$ cat src/rtl/link_motion_ctrl_if.sv
// Frame-timing, keycode and collision inputs plus motion outputs of link_motion_ctrl.
// master drives frame/key/collision; slave (the controller) drives dir/anim/move.
interface link_motion_ctrl_if;
  logic       frame_start;
  logic       frame_end;
  logic [7:0] keycode;
  logic       collision_in;
  logic [1:0] dir;
  logic       anim_frame;
  logic       moving;
  logic       blocked;
  logic       move_req;

  modport master (
    output frame_start, frame_end, keycode, collision_in,
    input  dir, anim_frame, moving, blocked, move_req
  );

  modport slave (
    input  frame_start, frame_end, keycode, collision_in,
    output dir, anim_frame, moving, blocked, move_req
  );
endinterface

$ cat src/rtl/link_motion_ctrl.sv
// Per-frame Link motion sequencer: latches the key at frame start, and at frame end
// issues at most one move request and advances the walk-cycle animation.
module link_motion_ctrl #(
  parameter int unsigned ANIM_DIV = 8
) (
  input  logic               vga_clk,
  input  logic               reset,
  link_motion_ctrl_if.slave  bus
);
  typedef enum logic [1:0] {STAND, WALK, BLOCK} state_e;

  localparam logic [7:0] KEY_RIGHT = 8'h07;
  localparam logic [7:0] KEY_UP    = 8'h1A;
  localparam logic [7:0] KEY_LEFT  = 8'h04;
  localparam logic [7:0] KEY_DOWN  = 8'h16;
  localparam logic [7:0] ANIM_LAST = 8'(ANIM_DIV - 1);

  function automatic logic is_dir_key(input logic [7:0] k);
    return (k == KEY_RIGHT) || (k == KEY_UP) || (k == KEY_LEFT) || (k == KEY_DOWN);
  endfunction

  function automatic logic [1:0] dir_of(input logic [7:0] k);
    logic [1:0] d;
    d = 2'd0;
    case (k)
      KEY_UP:    d = 2'd1;
      KEY_LEFT:  d = 2'd2;
      KEY_RIGHT: d = 2'd3;
      default:   d = 2'd0;
    endcase
    return d;
  endfunction

  state_e     state_q, state_d;
  logic [7:0] key_q, key_d;
  logic       armed_q, armed_d;
  logic [1:0] dir_q, dir_d;
  logic [7:0] anim_cnt_q, anim_cnt_d;
  logic       anim_frame_q, anim_frame_d;
  logic       move_req_q, move_req_d;
  logic       key_valid;
  logic       eval;

  always_comb begin
    key_valid = is_dir_key(key_q);
    eval      = bus.frame_end & armed_q;
  end

  always_ff @(posedge vga_clk or posedge reset) begin
    if (reset) state_q <= STAND;
    else       state_q <= state_d;
  end

  always_comb begin
    state_d = state_q;
    if (eval) begin
      if (!key_valid)            state_d = STAND;
      else if (bus.collision_in) state_d = BLOCK;
      else                       state_d = WALK;
    end
  end

  always_comb begin
    bus.moving     = (state_q == WALK);
    bus.blocked    = (state_q == BLOCK);
    bus.dir        = dir_q;
    bus.anim_frame = anim_frame_q;
    bus.move_req   = move_req_q;
  end

  // frame_end evaluation reads key_q before the frame_start update, so a
  // coincident pair moves with the old key and latches the new one together.
  always_comb begin
    key_d        = key_q;
    armed_d      = armed_q;
    dir_d        = dir_q;
    anim_cnt_d   = anim_cnt_q;
    anim_frame_d = anim_frame_q;
    move_req_d   = 1'b0;
    if (eval) begin
      if (!key_valid) begin
        anim_cnt_d   = '0;
        anim_frame_d = 1'b0;
      end else if (!bus.collision_in) begin
        move_req_d = 1'b1;
        if (anim_cnt_q == ANIM_LAST) begin
          anim_cnt_d   = '0;
          anim_frame_d = ~anim_frame_q;
        end else begin
          anim_cnt_d = anim_cnt_q + 8'd1;
        end
      end
    end
    if (bus.frame_start) begin
      key_d   = bus.keycode;
      armed_d = 1'b1;
      if (is_dir_key(bus.keycode)) dir_d = dir_of(bus.keycode);
    end
  end

  always_ff @(posedge vga_clk or posedge reset) begin
    if (reset) begin
      key_q        <= '0;
      armed_q      <= 1'b0;
      dir_q        <= '0;
      anim_cnt_q   <= '0;
      anim_frame_q <= 1'b0;
      move_req_q   <= 1'b0;
    end else begin
      key_q        <= key_d;
      armed_q      <= armed_d;
      dir_q        <= dir_d;
      anim_cnt_q   <= anim_cnt_d;
      anim_frame_q <= anim_frame_d;
      move_req_q   <= move_req_d;
    end
  end
endmodule
$ cat src/flat_wrapper.sv
// flat-port wrapper written by rule: the top's interface ports become plain ports
module link_motion_ctrl_flat 
#(
  parameter int unsigned ANIM_DIV = 8
)
  (vga_clk, reset, bus_frame_start, bus_frame_end, bus_keycode, bus_collision_in, bus_dir, bus_anim_frame, bus_moving, bus_blocked, bus_move_req);
  link_motion_ctrl_if bus_i ();
  input  logic vga_clk;
  input  logic reset;
  input wire logic [$bits(bus_i.frame_start)-1:0] bus_frame_start;
  input wire logic [$bits(bus_i.frame_end)-1:0] bus_frame_end;
  input wire logic [$bits(bus_i.keycode)-1:0] bus_keycode;
  input wire logic [$bits(bus_i.collision_in)-1:0] bus_collision_in;
  output wire logic [$bits(bus_i.dir)-1:0] bus_dir;
  output wire logic [$bits(bus_i.anim_frame)-1:0] bus_anim_frame;
  output wire logic [$bits(bus_i.moving)-1:0] bus_moving;
  output wire logic [$bits(bus_i.blocked)-1:0] bus_blocked;
  output wire logic [$bits(bus_i.move_req)-1:0] bus_move_req;
  assign bus_i.frame_start = bus_frame_start;
  assign bus_i.frame_end = bus_frame_end;
  assign bus_i.keycode = bus_keycode;
  assign bus_i.collision_in = bus_collision_in;
  assign bus_dir = bus_i.dir;
  assign bus_anim_frame = bus_i.anim_frame;
  assign bus_moving = bus_i.moving;
  assign bus_blocked = bus_i.blocked;
  assign bus_move_req = bus_i.move_req;
  link_motion_ctrl #(.ANIM_DIV(ANIM_DIV)) u_core (.vga_clk(vga_clk), .reset(reset), .bus(bus_i));
endmodule
$ cat config.mk
export PLATFORM = sky130hd
export DESIGN_NAME = link_motion_ctrl_flat
export DESIGN_NICKNAME = d
export VERILOG_FILES = /design/src/rtl/link_motion_ctrl_if.sv /design/src/rtl/link_motion_ctrl.sv /design/src/flat_wrapper.sv
export SDC_FILE = /design/constraint.sdc
export NUM_CORES = 1
export LEC_CHECK = 0
export CORE_AREA = 2 2 88 64
export CTS_BUF_LIST = sky130_fd_sc_hd__clkbuf_4 sky130_fd_sc_hd__clkbuf_8
export DETAILED_ROUTE_END_ITERATION = 8
export DIE_AREA = 0 0 90 66
export HOLD_SLACK_MARGIN = 0.02
export PLACE_DENSITY = 0.43
export SETUP_SLACK_MARGIN = 0.15
export SLEW_MARGIN = 20
export SYNTH_ARGS = -nofsm -noshare
export SYNTH_HDL_FRONTEND = slang
export SYNTH_SLANG_ARGS = --single-unit
$ cat constraint.sdc
create_clock -name vga_clk -period 1.9 [get_ports vga_clk]
set_clock_uncertainty 0.05 [all_clocks]
set_input_delay 0.38 -clock vga_clk [delete_from_list [all_inputs] [get_ports vga_clk]]
set_output_delay 0.38 -clock vga_clk [all_outputs]
set_load 0.05 [all_outputs]
==> metrics.md <==
| Metric | Value |
|---|---|
| Critical path capture point type | register |
| Drt total wl | 3.198 mm |
| Post-placement worst setup slack | around 0.066 ns |
| Cells after synthesis | between 100 and 150 |
| CTS HTree Levels | 1 |
| Global routing usage summed across all routing layers | 11.16% |
| Worst path arrival time | 1.78 ns |
| Vias in the first global route | roughly 1.1k |
| Worst slew slack as a fraction of its limit | 68.08% |
| Number of buffers inserted during clock tree synthesis | 3 |
| Synth Net Count | 140 |
| Synthesized flop and latch total | 23 |
| Site row count | 22 |
| Cell area after synthesis | 0.001285 mm² |
| Overall overflow remaining after global route | 0 |
| Pin count of the biggest net entering global routing | 24 |
| Critical Path Sink | u_core.anim_cnt_q[3] |
| Clock tree from TritonCTS | built |
| Relative contribution of combinational cells to total power | 16.8% |
| Iteration count of the initial detailed-routing pass | 4 |
| Hold Fails Final Rpt | 0 |
| Internal portion of total power | 751.9 µW |
| DRC violation total after the first TritonRoute iteration | 65 |
| Number of failing setup endpoints in the final timing report | 0 |
| Global-route wire length before repair | 5.285 mm |
| Fraction of power consumed by sequential logic | 51.7% |
| Final Max Slew Viols | 0 |
| Clock root buffer master | clkbuf_8 |
| Final critical-path share of the clock period | 86.84% |
| Clock share of power | 31.5% |
| # Max-Cap Violations | 0 |
| Maximum clock path buffer count | 2 |
| Overall die area | 0.005940 mm² |
| Crit Path Max Fanout | 6 |
| Number of buffers added on ports | 18 |
| Switching fraction of total power | between 20% and 30% |
| Start of the worst register-to-register path | u_core.key_q[3] |
| Final GP Congestion | 0.7878 |
| Class of the tightest hold or removal check | in2async |
| Dpl hpwl | 2.243 mm |
| Synth unique cells | between 40 and 50 |
| Number of instances in the placed design | 221 |
| Share of post-route cells with drive strength above 1 | 21.43% |
| Total net switching power | 261.7 µW |
| Area Overhead vs Synth | 28.63% |
| Flop2flop setup slack | 0.25 ns |
| Clk pin slew, worst setup/hold paths | 0.08 ns |
| Top-level port count | 19 |
| Cts hold-fix bufs | 0 |
| Kind of start point of the critical path | register |
| Final Instance Count excl. Fillers | 226 |
| Post-layout power | 1014 µW |
| Number of nets in the layout | 169 |
| Worst skew pair latency | approximately 0.26 ns |
| Ratio of total power to cell area | 613.2 mW/mm² |
| Number of DRC violations after detailed routing | 0 |
| Chip height | 66 µm |
| Ys async rst share | 100.0% |
| Initial antenna violation count | 0 |
| Vias | 1097 |
| Core box area | 0.005120 mm² |
| Post-synthesis sequential area ratio | 44.79% |
| Transition time of the tightest slew-check pin | 0.4807 ns |
| Horiz. Die Dim | ~90 µm |
| Outcome | finished clean |
| EDFF count, synth | 0 |
| Final antenna-violating net count | 0 |
| Worst Slack Setup Final | 0.2501 ns |
| Clock tree sinks | 23 |
| Worst EP required | 2.03 ns |
| Worst reg-to-reg path cell count | 5 |
| Post-layout min period | about 1.6 ns |
| Total Neg Setup Slack | 0 ns |
| Critical Path Start | u_core.key_q[3] |
| Inserted Diodes | 0 |
| Top FF cell, synth | dfrtp_1 |
| Kind of critical path | reg2reg |
| Synthesized area divided by synthesized cell count | 10.20 µm² |
| Yosys Warn Count | 0 |
| R2r endpoint | u_core.anim_cnt_q[3] |
| RSZ-0062 raised after global routing | false |
| Fmax | 606.1 MHz |
| Initial core utilization | 25.10% |
| Average routed wire per standard cell | 14.15 µm |
| Static leakage power | a little under 0.0007 µW |
| Worst ir drop on vdd | 0.2609 mV |
| Number of vias per cell after detailed routing | 4.854 |
[metal layers]
metal	track usage, %	wire length (µm)	up-vias
met5	0	0	-
met4	3.269	30	0
met3	2.509	108	2
met2	16.35	1370	21
met1	16.35	1689	536
li1	-	-	538
[Yosys cell counts, drive strengths merged (3+ instances only)]
cell type  number  area share [%]
a31oi           5             2.4
dfrtp          23              45
inv             7             2.0
mux2            7             6.1
nand2          16             4.7
nand3           7             2.7
nand4           7             3.9
nor2            3            0.88
nor2b           4             1.9
nor4b           3             2.0
o211ai          4             2.3
o21ai           4             1.6
[critical path, cell delays in order (launching register included)]
cell and delay, ns:
dfrtp_1 0.40, or3b_4 0.44, o22ai_4 0.27, buf_4 0.20, nand4_1 0.11, o211ai_1 0.11
[final cells by class]
type | instances | area, µm²
tap | 72 | 90.09
multi-input combinational | 93 | 678.2
sequential | 23 | 575.6
clock buffer | 4 | 48.80
fill | 552 | 3467
timing repair buffer | 27 | 234.0
inverter | 7 | 26.28
[kinds of logic after synthesis]
group / after synthesis / share of synthesized area, %
fa+ha+maj: 1 / 0.9736
compound gates: 23 / 14.90
mux: 8 / 6.914
xor+xnor: 2 / 1.363
simple gates: 58 / 27.17
buf+inv: 11 / 3.895
flops: 23 / 44.79
[what timing repair did]
item | in CTS | in global routing
setup buffers | 0 | 0
cloned | 0 | 1
setup endpoints to repair | 1 | 6
gates resized for setup | 1 | 1
pin swaps | 0 | 1
[per-stage QoR]
stage | cell area, µm² | util (%) | hold slack (ns)
finish | 1653 | 32.28 | 0.4162
global placement | 1587 | 30.99 | 0.4385
detailed placement | 1587 | 30.99 | 0.4504
floorplan | 1285 | - | 0.3319
global route | 1653 | 32.28 | 0.4464
CTS | 1634 | 31.92 | 0.4315
[worst min path at each step]
| stage | from | slack (ns) | cells after the start | to |
|---|---|---|---|---|
| global placement | u_core.state_q[0] | 0.44 | 2 | u_core.state_q[0] |
| floorplan | reset | 0.33 | 1 | u_core.anim_cnt_q[0] |
| finish | reset | 0.42 | 3 | u_core.anim_cnt_q[7] |
| detailed placement | u_core.state_q[0] | 0.45 | 2 | u_core.state_q[0] |
| global route | reset | 0.45 | 3 | u_core.anim_cnt_q[6] |
| CTS | reset | 0.43 | 3 | u_core.bus.move_req |
[layout by cell type, fill, tap and decap left out, types with 2 or more instances in the layout]
master           Yosys  final
a21oi_1              2      2
a31oi_1              5      5
a32oi_1              2      2
and2_1               2      2
and3b_1              2      2
and4_1               2      2
buf_4                0     14
clkbuf_8             0      3
clkdlybuf4s50_1      0     12
dfrtp_1             23     23
inv_1                7      7
mux2_2               7      7
nand2_1             16     16
nand3_1              7      7
nand4_1              6      6
nor2_1               3      3
nor2b_1              4      4
nor3_1               2      2
nor3b_1              2      2
nor4b_1              3      2
o211ai_1             4      4
o21ai_0              2      2
o21ai_1              2      2
[state kept, by name, indices dropped and copies added (netlist names)]
| signal | flops |
|---|---|
| u_core.state_q | 2 |
| u_core.bus.anim_frame | 1 |
| u_core.bus.dir | 2 |
| u_core.bus.move_req | 1 |
| u_core.key_q | 8 |
| u_core.anim_cnt_q | 8 |
| u_core.armed_q | 1 |
[power groups by stage]
stage	registers, µW	logic (µW)	clock network [µW]
2_1_floorplan	533	91.4	0
6_report	524	170	319
5_1_grt	527	186	357
4_1_cts	525	160	337
3_5_place_dp	535	159	0
3_3_place_gp	534	156	0
Note: power is estimated with default switching activity, not from simulation.
